**src/rtl/alu_nibble_seq.sv**
```systemverilog
// Initiator sequencer for a nibble-serial ALU: takes one 8-bit request, drives the ALU control word, returns result + Z/N/H/C.
// Optional macro ALU_NIBBLE_SEQ_B2B_EN removes DONE and accepts the next request during HI (1 op per 3 cycles).
module alu_nibble_seq #(
  parameter int W_OP = 3
) (
  input  logic            clk,
  input  logic            reset_n,
  input  logic            req_valid,
  output logic            req_ready,
  input  logic [W_OP-1:0] req_op,
  input  logic [7:0]      req_a,
  input  logic [7:0]      req_b,
  input  logic            req_cin,
  output logic [7:0]      alu_op,
  output logic            alu_la,
  output logic            alu_lb,
  output logic            alu_sh,
  output logic            alu_oe,
  output logic            alu_r,
  output logic            alu_s,
  output logic            alu_v,
  output logic            alu_ne,
  output logic            alu_ci,
  output logic            alu_l,
  output logic            alu_h,
  input  logic [7:0]      alu_result,
  input  logic            alu_carry,
  input  logic            alu_zero,
  output logic            res_valid,
  output logic [7:0]      res_data,
  output logic            res_we,
  output logic            flag_z,
  output logic            flag_n,
  output logic            flag_h,
  output logic            flag_c
);

  localparam logic [W_OP-1:0] OP_ADD = W_OP'(0);
  localparam logic [W_OP-1:0] OP_ADC = W_OP'(1);
  localparam logic [W_OP-1:0] OP_SUB = W_OP'(2);
  localparam logic [W_OP-1:0] OP_SBC = W_OP'(3);
  localparam logic [W_OP-1:0] OP_AND = W_OP'(4);
  localparam logic [W_OP-1:0] OP_XOR = W_OP'(5);
  localparam logic [W_OP-1:0] OP_OR  = W_OP'(6);
  localparam logic [W_OP-1:0] OP_CP  = W_OP'(7);

`ifdef ALU_NIBBLE_SEQ_B2B_EN
  typedef enum logic [1:0] {IDLE, LOAD_A, LOAD_LO, HI} state_t;
`else
  typedef enum logic [2:0] {IDLE, LOAD_A, LOAD_LO, HI, DONE} state_t;
`endif

  state_t          state_q, state_d;
  logic [W_OP-1:0] op_q;
  logic [7:0]      a_q, b_q;
  logic            cin_q;
  logic            halfCarry_q;
  logic            resValid_q;
  logic [7:0]      resData_q;
  logic            resWe_q;
  logic            flagZ_q, flagN_q, flagH_q, flagC_q;

  logic isAdd, isSub, isCp, accept, funcPhase, loCarryIn;
  logic hFlag, cFlag;

  assign isAdd = (op_q == OP_ADD) || (op_q == OP_ADC);
  assign isSub = (op_q == OP_SUB) || (op_q == OP_SBC) || (op_q == OP_CP);
  assign isCp  = (op_q == OP_CP);

`ifdef ALU_NIBBLE_SEQ_B2B_EN
  assign req_ready = (state_q == IDLE) || (state_q == HI);
`else
  assign req_ready = (state_q == IDLE);
`endif
  assign accept = req_valid && req_ready;

  always_comb begin
    state_d = state_q;
    case (state_q)
      IDLE:    if (req_valid) state_d = LOAD_A;
      LOAD_A:  state_d = LOAD_LO;
      LOAD_LO: state_d = HI;
`ifdef ALU_NIBBLE_SEQ_B2B_EN
      HI:      state_d = req_valid ? LOAD_A : IDLE;
`else
      HI:      state_d = DONE;
      DONE:    state_d = IDLE;
`endif
      default: state_d = IDLE;
    endcase
  end

  // Low-nibble carry in: subtraction is A + ~B + 1, so borrow-in inverts the incoming C.
  always_comb begin
    loCarryIn = 1'b0;
    case (op_q)
      OP_ADC:       loCarryIn = cin_q;
      OP_SUB, OP_CP: loCarryIn = 1'b1;
      OP_SBC:       loCarryIn = ~cin_q;
      default:      loCarryIn = 1'b0;
    endcase
  end

  assign funcPhase = (state_q == LOAD_LO) || (state_q == HI);
  assign alu_sh    = 1'b0;

  always_comb begin
    alu_op = 8'h00;
    alu_la = 1'b0;
    alu_lb = 1'b0;
    alu_oe = 1'b0;
    alu_ci = 1'b0;
    alu_l  = 1'b0;
    alu_h  = 1'b0;
    alu_r  = funcPhase && (op_q == OP_AND);
    alu_v  = funcPhase && (op_q == OP_XOR);
    alu_s  = funcPhase && (op_q == OP_OR);
    alu_ne = funcPhase && isSub;
    case (state_q)
      LOAD_A: begin
        alu_op = a_q;
        alu_la = 1'b1;
      end
      LOAD_LO: begin
        alu_op = b_q;
        alu_lb = 1'b1;
        alu_l  = 1'b1;
        alu_ci = loCarryIn;
      end
      HI: begin
        alu_h  = 1'b1;
        alu_oe = 1'b1;
        alu_ci = halfCarry_q;
      end
      default: ;
    endcase
  end

  // Subtraction reports borrows, which are the inverted ALU carries.
  always_comb begin
    hFlag = 1'b0;
    cFlag = 1'b0;
    if (isAdd) begin
      hFlag = halfCarry_q;
      cFlag = alu_carry;
    end else if (isSub) begin
      hFlag = ~halfCarry_q;
      cFlag = ~alu_carry;
    end else begin
      hFlag = (op_q == OP_AND);
    end
  end

  always_ff @(posedge clk or negedge reset_n) begin
    if (!reset_n) begin
      state_q     <= IDLE;
      op_q        <= '0;
      a_q         <= 8'h00;
      b_q         <= 8'h00;
      cin_q       <= 1'b0;
      halfCarry_q <= 1'b0;
    end else begin
      state_q <= state_d;
      if (accept) begin
        op_q  <= req_op;
        a_q   <= req_a;
        b_q   <= req_b;
        cin_q <= req_cin;
      end
      if (state_q == LOAD_LO) halfCarry_q <= alu_carry;
    end
  end

  always_ff @(posedge clk or negedge reset_n) begin
    if (!reset_n) begin
      resValid_q <= 1'b0;
      resData_q  <= 8'h00;
      resWe_q    <= 1'b0;
      flagZ_q    <= 1'b0;
      flagN_q    <= 1'b0;
      flagH_q    <= 1'b0;
      flagC_q    <= 1'b0;
    end else begin
      resValid_q <= (state_q == HI);
      if (state_q == HI) begin
        resData_q <= isCp ? a_q : alu_result;
        resWe_q   <= ~isCp;
        flagZ_q   <= alu_zero;
        flagN_q   <= isSub;
        flagH_q   <= hFlag;
        flagC_q   <= cFlag;
      end
    end
  end

  assign res_valid = resValid_q;
  assign res_data  = resData_q;
  assign res_we    = resWe_q;
  assign flag_z    = flagZ_q;
  assign flag_n    = flagN_q;
  assign flag_h    = flagH_q;
  assign flag_c    = flagC_q;

endmodule
```
**config.mk**
```make
export PLATFORM = sky130hd
export DESIGN_NAME = alu_nibble_seq
export DESIGN_NICKNAME = d
export VERILOG_FILES = /design/src/rtl/alu_nibble_seq.sv
export SDC_FILE = /design/constraint.sdc
export NUM_CORES = 1
export LEC_CHECK = 0
export CORE_MARGIN = 4
export CORE_UTILIZATION = 47
export CTS_CLUSTER_DIAMETER = 200
export DETAILED_ROUTE_END_ITERATION = 10
export HOLD_SLACK_MARGIN = 0.08
export PLACE_DENSITY = 0.85
export SLEW_MARGIN = 20
export SYNTH_ARGS = -nofsm -noshare
export SYNTH_HDL_FRONTEND = slang
export SYNTH_SLANG_ARGS = --single-unit
```
**constraint.sdc**
```tcl
create_clock -name clk -period 2.43 [get_ports clk]
set_clock_uncertainty 0.1 [all_clocks]
set_input_delay 0.486 -clock clk [delete_from_list [all_inputs] [get_ports clk]]
set_output_delay 0.486 -clock clk [all_outputs]
set_load 0.005 [all_outputs]
```
==> summary.md, run 1 <==
| Metric | Value |
|---|---|
| Detailed-route DRC error count | 0 |
| I/O Buffers | 65 |
| Synth Flop Type | dfrtp_1 |
| 1st-iter DRT viols | 77 |
| Final net count | ~250 |
| Worst flop-to-flop path startpoint | op_q[1]$_DFFE_PN0P_ |
| DR WL/cell | about 16 um |
| Status | finished clean |
| Placed Cells | 250 |
| Leakage power | approximately 1.2 nW |
| Filler cells | between 200 and 250 |
| Finished Layout Cells | 265 |
| PD cells | approximately 1300 nW/um^2 |
| Largest net degree at the start of global routing | 39 |
| Slew Limit Headroom | a little under half |
| Antenna violations before repair | 0 |
| Clock period minus worst slack | roughly 2.4 ns |
| Switching share of power | about 33% |
| Worst setup path category | flop to primary output |
| Routed wl met3 | roughly 250 um |
| Via density | roughly 5.2 |
| Post-DP Area | roughly 2400 um^2 |
| Worst Setup End Kind | primary output |
| Ys Warns | 0 |
| Maximum VDD drop | ~670 uV |
| WL met2 | between 2000 and 2500 um |
| Mapped Cells | 144 |
| Setup Viol. Count Final | 0 |
| Clock transition at path regs | roughly 0.07 ns |
| Max_cap viols | 0 |
| Fin crit share | a little over nine tenths |
| DP Wirelength | 3070 um |
| Gr usage total | 20.1% |
| H-tree levels | 2 |
| Wirelength, routed | 4280 um |
| Cell area after synthesis | 1740 um^2 |
| Top Metal Used | met4 |
| Slew of the pin with the lowest slew margin | slightly above 0.8 ns |
| Final hold vios | 0 |
| Fmax | approximately 420 MHz |
| Area leader, netlist | dfrtp_1 |
| Worst setup startpoint | state_q[2]$_DFFE_PN0P_ |
| Antenna Violating Nets Remaining | 0 |
| Total net switching power | between 1 and 1.5 mW |
| Clk sinks | 38 |
| WP data required | 1.84 ns |
| CTS root buffer | clkbuf_8 |
| Routability cong. | roughly 0.85 |
| Num CTS Buffers | 5 |
| Yosys top cell area share | 54.8% |
| Max-slew violations | 0 |
| Antenna diodes | 0 |
| Die span in x | 68.8 um |
| CTS tree | yes |
| Area contributors post-synth | dfrtp_1 55%, mux2_2 14%, mux2i_1 4.6% |
| Worst skew pair latency | ~0.28 ns |
| Critical Path Fanout Max | 10 |
| Synth-to-Final Area Change | 48.9% |
| Grt total ovfl | 0 |
| Layout cells sized above 1 | about a quarter |
| Hold buffers post-CTS | 0 |
| First-pass GRT wire length | 6890 um |
| Number of library cell types mapped by synthesis | 29 |
| Mean area per synthesized cell | 12.1 um^2 |
| Seq/Total Area, Yosys | about 55% |
| Final Cell Area | ~2600 um^2 |
| Max Root-Sink Buffers | 2 |
| I/O pin cnt | 67 |
| Die area | about 4700 um^2 |
| Via count | around 1400 |
| Vias in the first global route | roughly 1400 |
| P_int | 2.22 mW |
| Proportion of power drawn by flip-flops and latches | approximately 37% |
| Wl on met1 | 1780 um |
| Register bit total from synthesis | 38 |
| Clk network pwr share | about an eighth |
| Worst hold margin | 0.197 ns |
| Data arrival time of the critical path | 1.80 ns |
| Site Rows | 21 |
| TritonRoute pass-1 iters | 4 |
| Startpoint types | flop |
| Core area | between 3000 and 4000 um^2 |
| Worst hold path class | input port to async pin |
| EDFF count, synth | 0 |
| Final Util | 75.1% |
| Syn_nets | between 150 and 200 |
| Combinational share of power | between 50% and 60% |
| Asr flop ratio synth | 100% |
| Die Y | just under 70 um |
| Initial cell density of the core | between 50 and 60% |
| Setup TNS | 0 ns |
==> stage by stage <==
step / total power, mW / setup slack, ns
finish: 3.30 / 0.0438
global route: 3.53 / -0.0125
CTS: 3.28 / 0.00105
detailed placement: 2.77 / 0.157
global placement: 2.69 / 0.206
floorplan: 1.98 / 0.718
==> cells in the mapped netlist, types with 2 or more instances <==
cell	number
a21oi_1	2
a22o_1	9
buf_2	3
buf_4	4
buf_6	2
dfrtp_1	38
inv_1	2
mux2_2	21
mux2i_1	8
nand2_1	18
nand2b_1	2
nand3_1	2
nand3b_1	3
nor2_1	3
nor3_1	2
nor3b_1	4
o21ai_0	9
==> what timing repair did <==
action                     in CTS  in global routing
buffers inserted                5                  2
setup endpoints to repair      10                 10
pin swaps                       1                  1
resized for setup               7                  8
==> worst max-delay path, cell delays in order, from the launching register on <==
cell,delay (ns)
dfrtp_2,0.46
nor3b_4,0.25
buf_6,0.17
a22o_1,0.13
clkdlybuf4s50_1,0.51
==> cells in the final DEF, fill, tap and decap left out, types with 2 or more instances in the layout <==
cell             instances
dfrtp_2                  6
inv_1                    2
buf_4                   11
a22o_1                   9
nor3b_1                  2
mux2_2                  21
nor3b_2                  2
dfrtp_1                 32
nor2_1                   3
dlymetal6s2s_1           4
nand2_1                 18
nand3b_1                 3
mux2i_1                  8
o21ai_0                  9
nand2b_1                 2
nor3_1                   2
a21oi_1                  2
clkdlybuf4s50_1         59
clkbuf_8                 6
nand3_1                  2
==> layer usage <==
metal,vias up,track usage [%]
met2,45,35.5
li1,655,-
met5,-,0
met1,680,24.5
met3,7,3.08
met4,0,7.79
==> worst paths after layout <==
path	endpoint	slack (ns)	cells past startpoint
hold reg to reg	res_data[2]$_DFFE_PN0P_	0.38	2
setup reg to reg	res_data[0]$_DFFE_PN0P_	0.69	5
max in group asynchronous	state_q[1]$_DFFE_PN0P_	1.46	1
setup / recovery	alu_op[7]	0.04	4
hold / removal	flag_n$_DFFE_PN0P_	0.20	1
min in group clk	res_data[2]$_DFFE_PN0P_	0.38	2
==> power by group through the flow <==
stage / Sequential (mW) / Combinational [mW] / Clock (mW)
after floorplan: 1.15 / 0.829 / 0
after global placement: 1.19 / 1.50 / 0
after detailed placement: 1.23 / 1.54 / 0
after CTS: 1.20 / 1.63 / 0.442
after global routing: 1.26 / 1.80 / 0.465
final: 1.21 / 1.65 / 0.434
==> flip-flops by register name (all words and copies together) (netlist names), 3 cells and up <==
signal / flops
a_q: 8
b_q: 8
op_q: 3
res_data: 8
state_q: 3
==> kinds of logic after synthesis <==
group	after synthesis	synth area share, %
simple gates	42	13.6
flops	38	54.8
mux	29	18.2
compound gates	22	8.65
buf+inv	12	4.54
other cells	1	0.216
==> cell type report <==
class / instances / area [um^2] / share of cell area, %
sequential: 38 / 958 / 37.1
clock buffer: 7 / 86.3 / 3.34
tap: 46 / 57.6 / 2.23
multi-input combinational: 94 / 723 / 28.0
inverter: 2 / 7.51 / 0.290
clock inverter: 1 / 5.00 / 0.194
timing repair buffer: 77 / 748 / 28.9
No activity file was read; power rests on OpenSTA's default activity.
==> run 2, diff against run 1 <==
--- a/config.mk
+++ b/config.mk
@@ -9,6 +9,7 @@
 export CORE_UTILIZATION = 47
 export CTS_CLUSTER_DIAMETER = 200
 export DETAILED_ROUTE_END_ITERATION = 10
+export GPL_ROUTABILITY_DRIVEN = 1
 export HOLD_SLACK_MARGIN = 0.08
 export PLACE_DENSITY = 0.85
 export SLEW_MARGIN = 20
==> results of run 2 <==
Final layout, timing and power as in run 1 (identical DEF).
